`src/rtl/mem_scrubber.sv`:
```
// Memory scrubber: fills an address window with a seeded incrementing pattern,
// or reads the window back and counts mismatches against that pattern.
module mem_scrubber #(
   parameter int unsigned WIDTH    = 80,
   parameter int unsigned DEPTH    = 32,
   parameter int unsigned OFFSET   = 32,
   parameter int unsigned AW       = 6,
   parameter int unsigned SYNCREAD = 0
) (
   input  logic                         clk,
   input  logic                         rst,
   input  logic                         cmd_valid,
   output logic                         cmd_ready,
   input  logic                         cmd_op,
   input  logic [WIDTH-1:0]             cmd_seed,
   output logic                         done,
   output logic [$clog2(DEPTH+1)-1:0]   err_count,
   output logic [AW-1:0]                first_err_addr,
   output logic                         ren,
   output logic [AW-1:0]                raddr,
   input  logic [WIDTH-1:0]             rdata,
   output logic                         wen,
   output logic [AW-1:0]                waddr,
   output logic [WIDTH-1:0]             wdata
);

   localparam int unsigned CW = $clog2(DEPTH + 1);
   localparam bit          SR = (SYNCREAD != 0);

   typedef enum logic [2:0] {
      IDLE  = 3'd0,
      FILL  = 3'd1,
      READ  = 3'd2,
      DRAIN = 3'd3,
      DONE  = 3'd4
   } state_t;

   state_t           state, state_n;
   logic [CW-1:0]    idx, idx_n;
   logic [WIDTH-1:0] seed;
   logic             p_valid;
   logic [AW-1:0]    p_addr;

   logic             accept;
   logic             last;
   logic [AW-1:0]    cur_addr;
   logic             cmp_en;
   logic [AW-1:0]    cmp_addr;
   logic [AW-1:0]    cmp_rel;
   logic [WIDTH-1:0] cmp_exp;
   logic             mismatch;

   assign accept   = cmd_valid && (state == IDLE);
   assign last     = (idx == CW'(DEPTH - 1));
   assign cur_addr = AW'(OFFSET) + AW'(idx);

   // Next state, walk index and memory-port decode
   always_comb begin
      state_n   = state;
      idx_n     = idx;
      cmd_ready = 1'b0;
      done      = 1'b0;
      wen       = 1'b0;
      ren       = 1'b0;
      waddr     = '0;
      wdata     = '0;
      raddr     = '0;
      case (state)
         IDLE: begin
            cmd_ready = 1'b1;
            if (cmd_valid) begin
               idx_n   = '0;
               state_n = cmd_op ? READ : FILL;
            end
         end
         FILL: begin
            wen   = 1'b1;
            waddr = cur_addr;
            wdata = seed + WIDTH'(idx);
            idx_n = idx + CW'(1);
            if (last) state_n = DONE;
         end
         READ: begin
            ren   = SR;
            raddr = cur_addr;
            idx_n = idx + CW'(1);
            if (last) state_n = SR ? DRAIN : DONE;
         end
         DRAIN: state_n = DONE;
         DONE: begin
            done    = 1'b1;
            state_n = IDLE;
         end
         default: state_n = IDLE;
      endcase
   end

   // Compare against the live address (async memory) or the registered one (sync memory)
   assign cmp_en   = SR ? p_valid : (state == READ);
   assign cmp_addr = SR ? p_addr : raddr;
   assign cmp_rel  = cmp_addr - AW'(OFFSET);
   assign cmp_exp  = seed + WIDTH'(cmp_rel);
   assign mismatch = cmp_en && (rdata != cmp_exp);

   always_ff @(posedge clk or posedge rst) begin
      if (rst) begin
         state          <= IDLE;
         idx            <= '0;
         seed           <= '0;
         p_valid        <= 1'b0;
         p_addr         <= '0;
         err_count      <= '0;
         first_err_addr <= '0;
      end else begin
         state   <= state_n;
         idx     <= idx_n;
         p_valid <= (state == READ);
         p_addr  <= raddr;
         if (accept) seed <= cmd_seed;
         // err_count==0 marks that no mismatch has been seen yet in this CHECK
         if (accept && cmd_op) begin
            err_count      <= '0;
            first_err_addr <= '0;
         end else if (mismatch) begin
            if (err_count != CW'(DEPTH)) err_count <= err_count + CW'(1);
            if (err_count == '0) first_err_addr <= cmp_addr;
         end
      end
   end

endmodule
```
`config.mk`:
```
export PLATFORM = sky130hd
export DESIGN_NAME = mem_scrubber
export DESIGN_NICKNAME = d
export VERILOG_FILES = /design/src/rtl/mem_scrubber.sv
export SDC_FILE = /design/constraint.sdc
export NUM_CORES = 1
export LEC_CHECK = 0
export CORE_MARGIN = 10
export CORE_UTILIZATION = 45
export CTS_CLUSTER_DIAMETER = 80
export CTS_CLUSTER_SIZE = 25
export DETAILED_ROUTE_END_ITERATION = 8
export GPL_ROUTABILITY_DRIVEN = 0
export PLACE_DENSITY_LB_ADDON = 0.3
export SLEW_MARGIN = 20
export SYNTH_ARGS = -nofsm -noshare
export SYNTH_HDL_FRONTEND = slang
export SYNTH_SLANG_ARGS = --single-unit
```
`constraint.sdc`:
```
create_clock -name clk -period 4.2 [get_ports clk]
set_input_delay 0.84 -clock clk [delete_from_list [all_inputs] [get_ports clk]]
set_output_delay 0.84 -clock clk [all_outputs]
set_load 0.01 [all_outputs]
```
======== Word-level counts from Yosys, hierarchy flattened ========
Index checks and enable logic that the tools add are counted.
storage, ports and cells
  bits in registers ....................... 101
  input port bits ......................... 164
  output and inout bits ................... 108
operators by class
  add/subtract/negate cells ............... 6
  eq/ne operators ......................... 9
  multiplexer cells ....................... 18
  reduce and logical (&&, ||, !) cells .... 14
operators with widths
  cell                                                  count
  adder 80 x 6 -> 80 bit                                2
  2-to-1 mux 80 bit                                     1
  != test 80 bit                                        1
  2-to-1 mux 6 bit                                      9
  adder 6 x 1 -> 6 bit (second input constant)          2
  case mux 6 bit (2 select lines)                       1
  case mux 3 bit (3 select lines)                       1
  AND reduction 2 bit                                   4
  nonzero test 2 bit                                    4
  adder 6 bit (first input constant)                    1
  equality test 3 x 2 -> 1 bit (second input constant)  2
  equality test 6 x 5 -> 1 bit (second input constant)  1
  logical NOT 6 bit                                     1
  2-to-1 mux 3 bit                                      2
  != test 6 bit (second input constant)                 1
  subtractor 6 bit (second input constant)              1
  equality test 3 x 1 -> 1 bit (second input constant)  1
  equality test 3 bit (second input constant)           1
  logical AND 1 bit                                     3
  logical NOT 3 bit                                     1
  2-to-1 mux 1 bit                                      3
  2-to-1 mux 2 bit                                      1
  != test 2 x 1 -> 1 bit (second input constant)        1
  != test 2 bit (second input constant)                 1
  OR reduction 2 bit                                    1

======== Logic depth before layout (Yosys ltp) ========
Gate-level depths: netlist of run 1.
  word-level depth ........................ 8
  mapped depth ............................ 16

======== Least setup slack after synthesis of run 1 ========
No wires, ideal clock.
  path type ............................... reg-to-reg
  start ................................... register state[0]
  end ..................................... register first_err_addr[0]
  setup time .............................. 0.079 ns
  arrival ................................. 4.339 ns
  required time ........................... 4.121 ns
  setup slack ............................. -0.218 ns
  cell stages (with the launch flop) ...... 16
  buffers on the path ..................... 2
  clock period less this slack ............ 4.418 ns
  cells stage by stage .................... dfrtp_1 nor3b_1 clkbuf_1 and2_1 ha_1 a21o_1 a221oi_1 nor2_1 mux2_2 a21oi_1 nand3_1 or4_1 or4_1 buf_6 o21ai_4 mux2i_1
on the way
  longest elaborated chain between the ends .. 8
  elaborated cells on any way between the ends .. 15
  those cells by class .................... 2 x add/sub; 2 x eq/ne; 4 x mux; 7 x reduce/logical
RTL lines
  item                                  RTL line  RTL
  start, declared                       38        state_t state, state_n;
  start signal, assigned                115       state <= state_n;
  equality test 3 x 2 -> 1 bit          68        case (state)
  2-to-1 mux 6 bit                      68
  via raddr[4]                          20        output logic [AW-1:0] raddr,
  subtractor 6 bit                      101       assign cmp_rel = cmp_addr - AW'(OFFSET);
  adder 80 x 6 -> 80 bit                102       assign cmp_exp = seed + WIDTH'(cmp_rel);
  != test 80 bit                        103       assign mismatch = cmp_en && (rdata != cmp_exp);
  logical AND 1 bit                     103
  nonzero test 2 bit (no source line)   --
  AND reduction 2 bit (no source line)  --
  end signal, assigned                  126       if (err_count == '0) first_err_addr <= cmp_addr;
  end, declared                         18        output logic [AW-1:0] first_err_addr,
The timed path passes the listed nets, and every way through them passes these cells. The select of a mux whose other input is x is not followed.
A chain may end at the register's enable or synchronous reset.

======== Worst setup path after layout of run 1 ========
  start ................................... register idx[0]
  end ..................................... register first_err_addr[2]
on the way
  longest elaborated chain between the ends .. 8
  elaborated cells on any way between the ends .. 11
  those cells by class .................... 3 x add/sub; 1 x eq/ne; 4 x mux; 3 x reduce/logical
RTL lines
  item                                  RTL line  RTL
  start, declared                       39        logic [CW-1:0] idx, idx_n;
  start signal, assigned                116       idx <= idx_n;
  adder 6 bit *                         55        assign cur_addr = AW'(OFFSET) + AW'(idx);
  2-to-1 mux 6 bit *                    68
  subtractor 6 bit                      101
  adder 80 x 6 -> 80 bit                102
  != test 80 bit                        103
  logical AND 1 bit                     103
  nonzero test 2 bit (no source line)   --
  AND reduction 2 bit (no source line)  --
Every way passes the cells marked *; elsewhere a longest branch is shown, timed or not. The select of a mux whose other input is x is not followed.

==> run metrics, run 1 <==
Antenna Cells=0; Num Clock Sinks=101; vias after detailed routing=11070; # IOs=272; unrepaired setup endpoints after global routing=true; number of port buffers=270; Synth area leader=dfrtp_1; Die Footprint=27360 um^2; post-synth cell types=72; CP required=4490 ps; share of the synthesized area in the top cell type=0.2657; initial antenna violation count=0; Max Freq=0.2332 GHz; failing checks=negative setup slack; Filler Cell Count=1777; GR Overflow Total=0; fin crit share=1.021; Core Footprint=20890 um^2; Synthesized Nets=1463; top_reg_cell synth=dfrtp_1; final hold vios=0; Worst Hold Depth=1; Cells after Synth=1282; Synth Warn #=0; CTS tree=yes; R2R setup slack=-90 ps; Post-synth ARST share=1.000; minimum setup slack in the final design=-87.40 ps; Row Count=53; main area contributors after synthesis=dfrtp_1, nand2_1, xnor2_1; WHS=533.6 ps; dpl ws=-293.6 ps; clock tree buffer depth=2; Least-Margin Pin Slew=850.8 ps; nets=1785; type of the worst min-delay path=reg2reg; worst-path fanout max=6; initial core utilization=0.4554; Worst-path clk slew=80 ps; Slew HR=0.4328; share of post-route cells with drive strength above 1=0.1535; Die H=165.4 um; # DRC=0; Root Driver=clkbuf_16; min Tclk post-route=4287 ps; H-Tree Depth=3; Peak VDD IR=268.2 uV; leakage power=5.987 nW; gr usage total=0.2781; flops & latches, synth=101; Layout Skew=8.068 ps; first-pass GRT wire length=59.59 mm; Post-synth top cells=nand2_1, nor2_1, xnor2_1; Layout Area Growth over Synthesis=45.15%; post-route ant nets=0; Horiz. Die Dim=165.4 um; synthesized area=9513 um^2; Setup CP Type=reg2reg; vias per inst=5.873; reg2reg path depth=15; vias in the first global route=10740; Slew Viols, Final=0; Max Cap Viol=0; CP Capture Type=register; Iteration-0 DRC Markers=1275; arrival time worst endpoint=4580 ps; most common cell in the synthesized netlist=nand2_1; pwr dens=533.6 nW/um^2; Synth Area per Inst=7.420 um^2; Clock Latency Late Sink=370 ps; sequential share of the synthesized area=0.2657; CTS Buf Count=9; CP Launch Type=register; final setup fails=6; hpwl dp=31.77 mm; drt pass-1 iters=6; Post-synth EDFFs=0; WL final=40.14 mm; DR WL/cell=21.31 um; CTS Hold Bufs=0; largest net degree at the start of global routing=68; status=finished, violations left
metal layers:
layer / global-route usage / wire length (um) / vias to the layer above / share of wire
li1: - / - / 4983 / -
met1: 0.3419 / 15040 / 5162 / 0.37
met2: 0.4496 / 18290 / 754 / 0.46
met3: 0.06693 / 4619 / 166 / 0.12
met4: 0.1329 / 2197 / 0 / 0.055
met5: 0 / 0 / - / 0
layout make-up:
cell class	instances	area [um^2]	area share
repair buffers	400	3749	0.2715
flip-flops and latches	101	2534	0.1835
multi-input cells	1072	6799	0.4924
inverters	20	77.57	0.005618
clock buffers	10	239.0	0.01731
clock inverters	6	66.31	0.004802
well taps	275	344.1	0.02492
registers in the layout (all words and copies together), names as in the netlist:
name and flops:
seed 80, err_count 6, first_err_addr 6, idx 6, state 3
cell families (layout without fill, tap and decap cells):
logic type,Yosys count,after routing,synth area share
XOR/XNOR,192,192,0.1768
flip-flops,101,101,0.2657
buffers and inverters,109,436,0.06944
adder cells (fa/ha/maj),17,17,0.02394
other,1,1,0.0003942
AO/OA/AOI/OAI,107,107,0.07563
AND/OR/NAND/NOR,734,734,0.3656
multiplexers,21,21,0.02249
where the power goes:
part	internal (mW)	total [mW]	switching (mW)	leakage (nW)
Sequential	1.39	1.98	0.588	1.26
Clock	0.483	0.892	0.409	0.154
Combinational	1.98	4.49	2.52	4.57
Total	3.85	7.37	3.51	5.99
repair_timing:
action / 4_1_cts / 5_1_grt
setup buffers: 9 / 16
pin swaps: 11 / 30
endpoints found under the setup margin: 64 / 42
gates resized for setup: 65 / 76
cells in the final DEF (no fill, tap or decap), drive strengths merged, types with 30 or more instances in the layout:
master,netlist,layout
buf,23,130
clkdlybuf4s50,0,223
dfrtp,101,101
dlygate4sd2,0,31
nand2,316,316
nand3,35,35
nand4,61,61
nor2,145,145
nor3,48,48
o21ai,30,30
xnor2,122,122
xor2,70,70
stage by stage:
stage	power [mW]	utilization	area, um^2	setup TNS [ps]	std cells
floorplan	4.618	-	9539	0	1282
global placement	6.033	0.6147	12840	-286.0	1844
detailed placement	6.127	0.6147	12840	-2487	1844
CTS	7.073	0.6370	13310	0	1868
global route	7.773	0.6610	13810	-1396	1884
finish	7.368	0.6610	13810	-437.5	1884
critical path, cell delays in order, from the launching register on:
cell     delay, ps
dfrtp_1        400
buf_4          150
and2_4         160
ha_4           160
fa_2           380
a21o_1         230
a221o_1        420
buf_6          160
nand3_4         80
nor2_1          70
xnor2_1        230
nand3_2        100
or4_4          480
or4_4          650
o21ai_4        300
mux2i_1        230
worst paths after layout:
path	start	to
worst min-delay path	err_count[4]$_DFFE_PP0P_	err_count[4]$_DFFE_PP0P_
min in group asynchronous	rst	seed[12]$_DFFE_PP0P_
worst max-delay path	idx[0]$_DFFE_PP0P_	first_err_addr[2]$_DFFE_PP0P_
worst max register to register	idx[0]$_DFFE_PP0P_	first_err_addr[2]$_DFFE_PP0P_
max in group asynchronous	rst	seed[62]$_DFFE_PP0P_
worst min register to register	err_count[4]$_DFFE_PP0P_	err_count[4]$_DFFE_PP0P_
(Power assumes the default switching activity.)
==> inputs of run 2 (changes only) <==
Settings changed: CORE_MARGIN 10 to 2, CORE_UTILIZATION 45 to 57, DONT_BUFFER_PORTS set to 1.
==> run metrics, run 2 (synthesis results as in run 1) <==
vias after detailed routing=9850 (-11%); hpwl dp=26.18 mm (-18%); # DRC=0 (unchanged); commonest non-fill, non-tap cell in the layout=nand2_1; dpl ws=-211.2 ps (+82.41 ps); DR WL/cell=21.93 um (+2.9%); vias in the first global route=9334 (-13%); most frequent cells in the layout=nand2_1, nor2_1, xnor2_1; Post-Layout Inst Area=10640 um^2 (-23%); Root Driver=clkbuf_16; CP Capture Type=output pin; Layout Area Growth over Synthesis=11.89%; GR Overflow Total=0 (unchanged); Row Count=47 (-11%); Worst-path clk slew=70 ps (about the same); Clock Power Share=0.128 (+0.007); Max Cap Viol=0 (unchanged); # IOs=272 (unchanged); post-route ant nets=0 (unchanged); share of post-route cells with drive strength above 1=0.1559 (+0.002431); Peak VDD IR=452.8 uV (+69%); CP Launch Type=register; Slew Viols, Final=0 (unchanged); WL final=33.80 mm (-16%); H-Tree Depth=3 (unchanged); Comb pwr share=0.558 (-0.052); DP Area=10040 um^2 (-22%); multi-input combinational cell area=6605 um^2 (-2.9%); Slew HR=0.4339 (+0.001128); worst-path fanout max=6 (unchanged); Pint=3.332 mW (-14%); first-pass GRT wire length=50.76 mm (-15%); post-layout power=6.601 mW (-10%); initial core utilization=0.5777 (+0.1223); final hold vios=0 (unchanged); leakage power=4.339 nW (-28%); Antenna Cells=0 (unchanged); WHS=531.3 ps (-2.343 ps); Filler Cell Count=1527 (-14%); initial antenna violation count=0 (unchanged); switching share of power=0.4953 (+0.01826); CTS Buf Count=9 (unchanged); Iteration-0 DRC Markers=1354 (+6.2%); Setup CP Type=reg2out; Core Footprint=16470 um^2 (-21%); clock tree buffer depth=2 (unchanged); sequential share of power=0.314 (+0.045); Die H=133.2 um (-19%); drt pass-1 iters=6 (unchanged); register area=2527 um^2 (-0.25%); arrival time worst endpoint=3340 ps (-1240 ps); unrepaired setup endpoints after global routing=true; CP required=3360 ps (-1130 ps); max reg flops=80 (unchanged); fin crit share=0.9962 (-0.02462); CTS tree=yes; fin util=0.6464 (-0.01461); Clock Latency Late Sink=360 ps (about the same); type of the worst min-delay path=in2async; Psw=3.270 mW (-7.0%); status=finished clean; Layout Skew=8.354 ps (+0.2858 ps); Least-Margin Pin Slew=849.1 ps (-1.692 ps); pwr dens=620.2 nW/um^2 (+16%); min Tclk post-route=4184 ps (-103.4 ps); minimum setup slack in the final design=15.99 ps (+103.4 ps); Reg with most FFs=seed; Num Clock Sinks=101 (unchanged); Die Footprint=17740 um^2 (-35%); final setup fails=0 (-6); nets=1498 (-16%); Horiz. Die Dim=133.2 um (-19%); gr usage total=0.3682 (+0.09019); number of port buffers=0 (-100%); Max Freq=0.2390 GHz (+2.5%); largest net degree at the start of global routing=79 (+16%); vias per inst=6.392 (+8.8%)
-- run 2: cell count changes in the layout (fill, tap and decap cells not counted), sizes merged --
cell,previous run,this run
clkdlybuf4s50,223,0
dlygate4sd2,31,0
buf,130,113
dlymetal6s2s,16,0
inv,23,20
clkbuf,10,11
clkinv,2,3
-- run 2: final timing paths --
check / from / endpoint / slack, ps / cells past startpoint
max: idx[0]$_DFFE_PP0P_ / wdata[78] / 20 / 12
min: rst / seed[63]$_DFFE_PP0P_ / 530 / 1
max reg2reg: state[1]$_DFFE_PP0P_ / first_err_addr[5]$_DFFE_PP0P_ / 50 / 16
min reg2reg: seed[4]$_DFFE_PP0P_ / seed[4]$_DFFE_PP0P_ / 550 / 2
max in group asynchronous: rst / seed[24]$_DFFE_PP0P_ / 2880 / 2
min in group clk: seed[4]$_DFFE_PP0P_ / seed[4]$_DFFE_PP0P_ / 550 / 2
-- run 2: per-stage QoR --
stage / std cells / TNS [ps]
6_report: 1541 / 0
5_1_grt: 1541 / -575.5
4_1_cts: 1535 / 0
3_5_place_dp: 1520 / -2024
3_3_place_gp: 1520 / -581.3
2_1_floorplan: 1282 / 0
-- run 2: what timing repair did --
action / in CTS / in global routing
buffers inserted: 0 / 7
pin swaps: 7 / 20
hold buffers: 0 / 0
endpoints found under the setup margin: 19 / 40
gates resized for setup: 16 / 44
cloned: 0 / 0
-- run 2: layer usage --
metal  share of wire  track usage  vias up
li1                -            -     4419
met1            0.38       0.4741     4628
met2            0.44       0.5691      652
met3            0.12       0.1077      151
met4           0.052       0.1803        0
met5               0            0        -
-- run 2: critical path, stage by stage (launching register included) --
cell and delay [ps]:
dfrtp_1 360, buf_4 150, ha_1 190, fa_1 220, a21o_1 140, a21oi_2 70
o21bai_1 190, a21oi_2 120, nor3_2 610, nand2_1 160, or3_1 360, xor2_1 150
nor2_1 270
-- run 2: power by group through the flow --
| stage | Sequential (mW) | Combinational [mW] | Clock (mW) |
|---|---|---|---|
| floorplan | 1.69 | 2.93 | 0 |
| global placement | 2.04 | 3.38 | 0 |
| detailed placement | 2.05 | 3.44 | 0 |
| CTS | 2.04 | 3.49 | 0.855 |
| global route | 2.12 | 3.99 | 0.891 |
| finish | 2.07 | 3.68 | 0.847 |
-- run 2: final cells by class --
| type | instances | share of cell area |
|---|---|---|
| inverters | 20 | 0.007288 |
| well taps | 220 | 0.02586 |
| multi-input cells | 1072 | 0.6205 |
| repair buffers | 113 | 0.08146 |
| clock inverters | 4 | 0.004584 |
| flip-flops and latches | 101 | 0.2375 |
| clock buffers | 11 | 0.02280 |
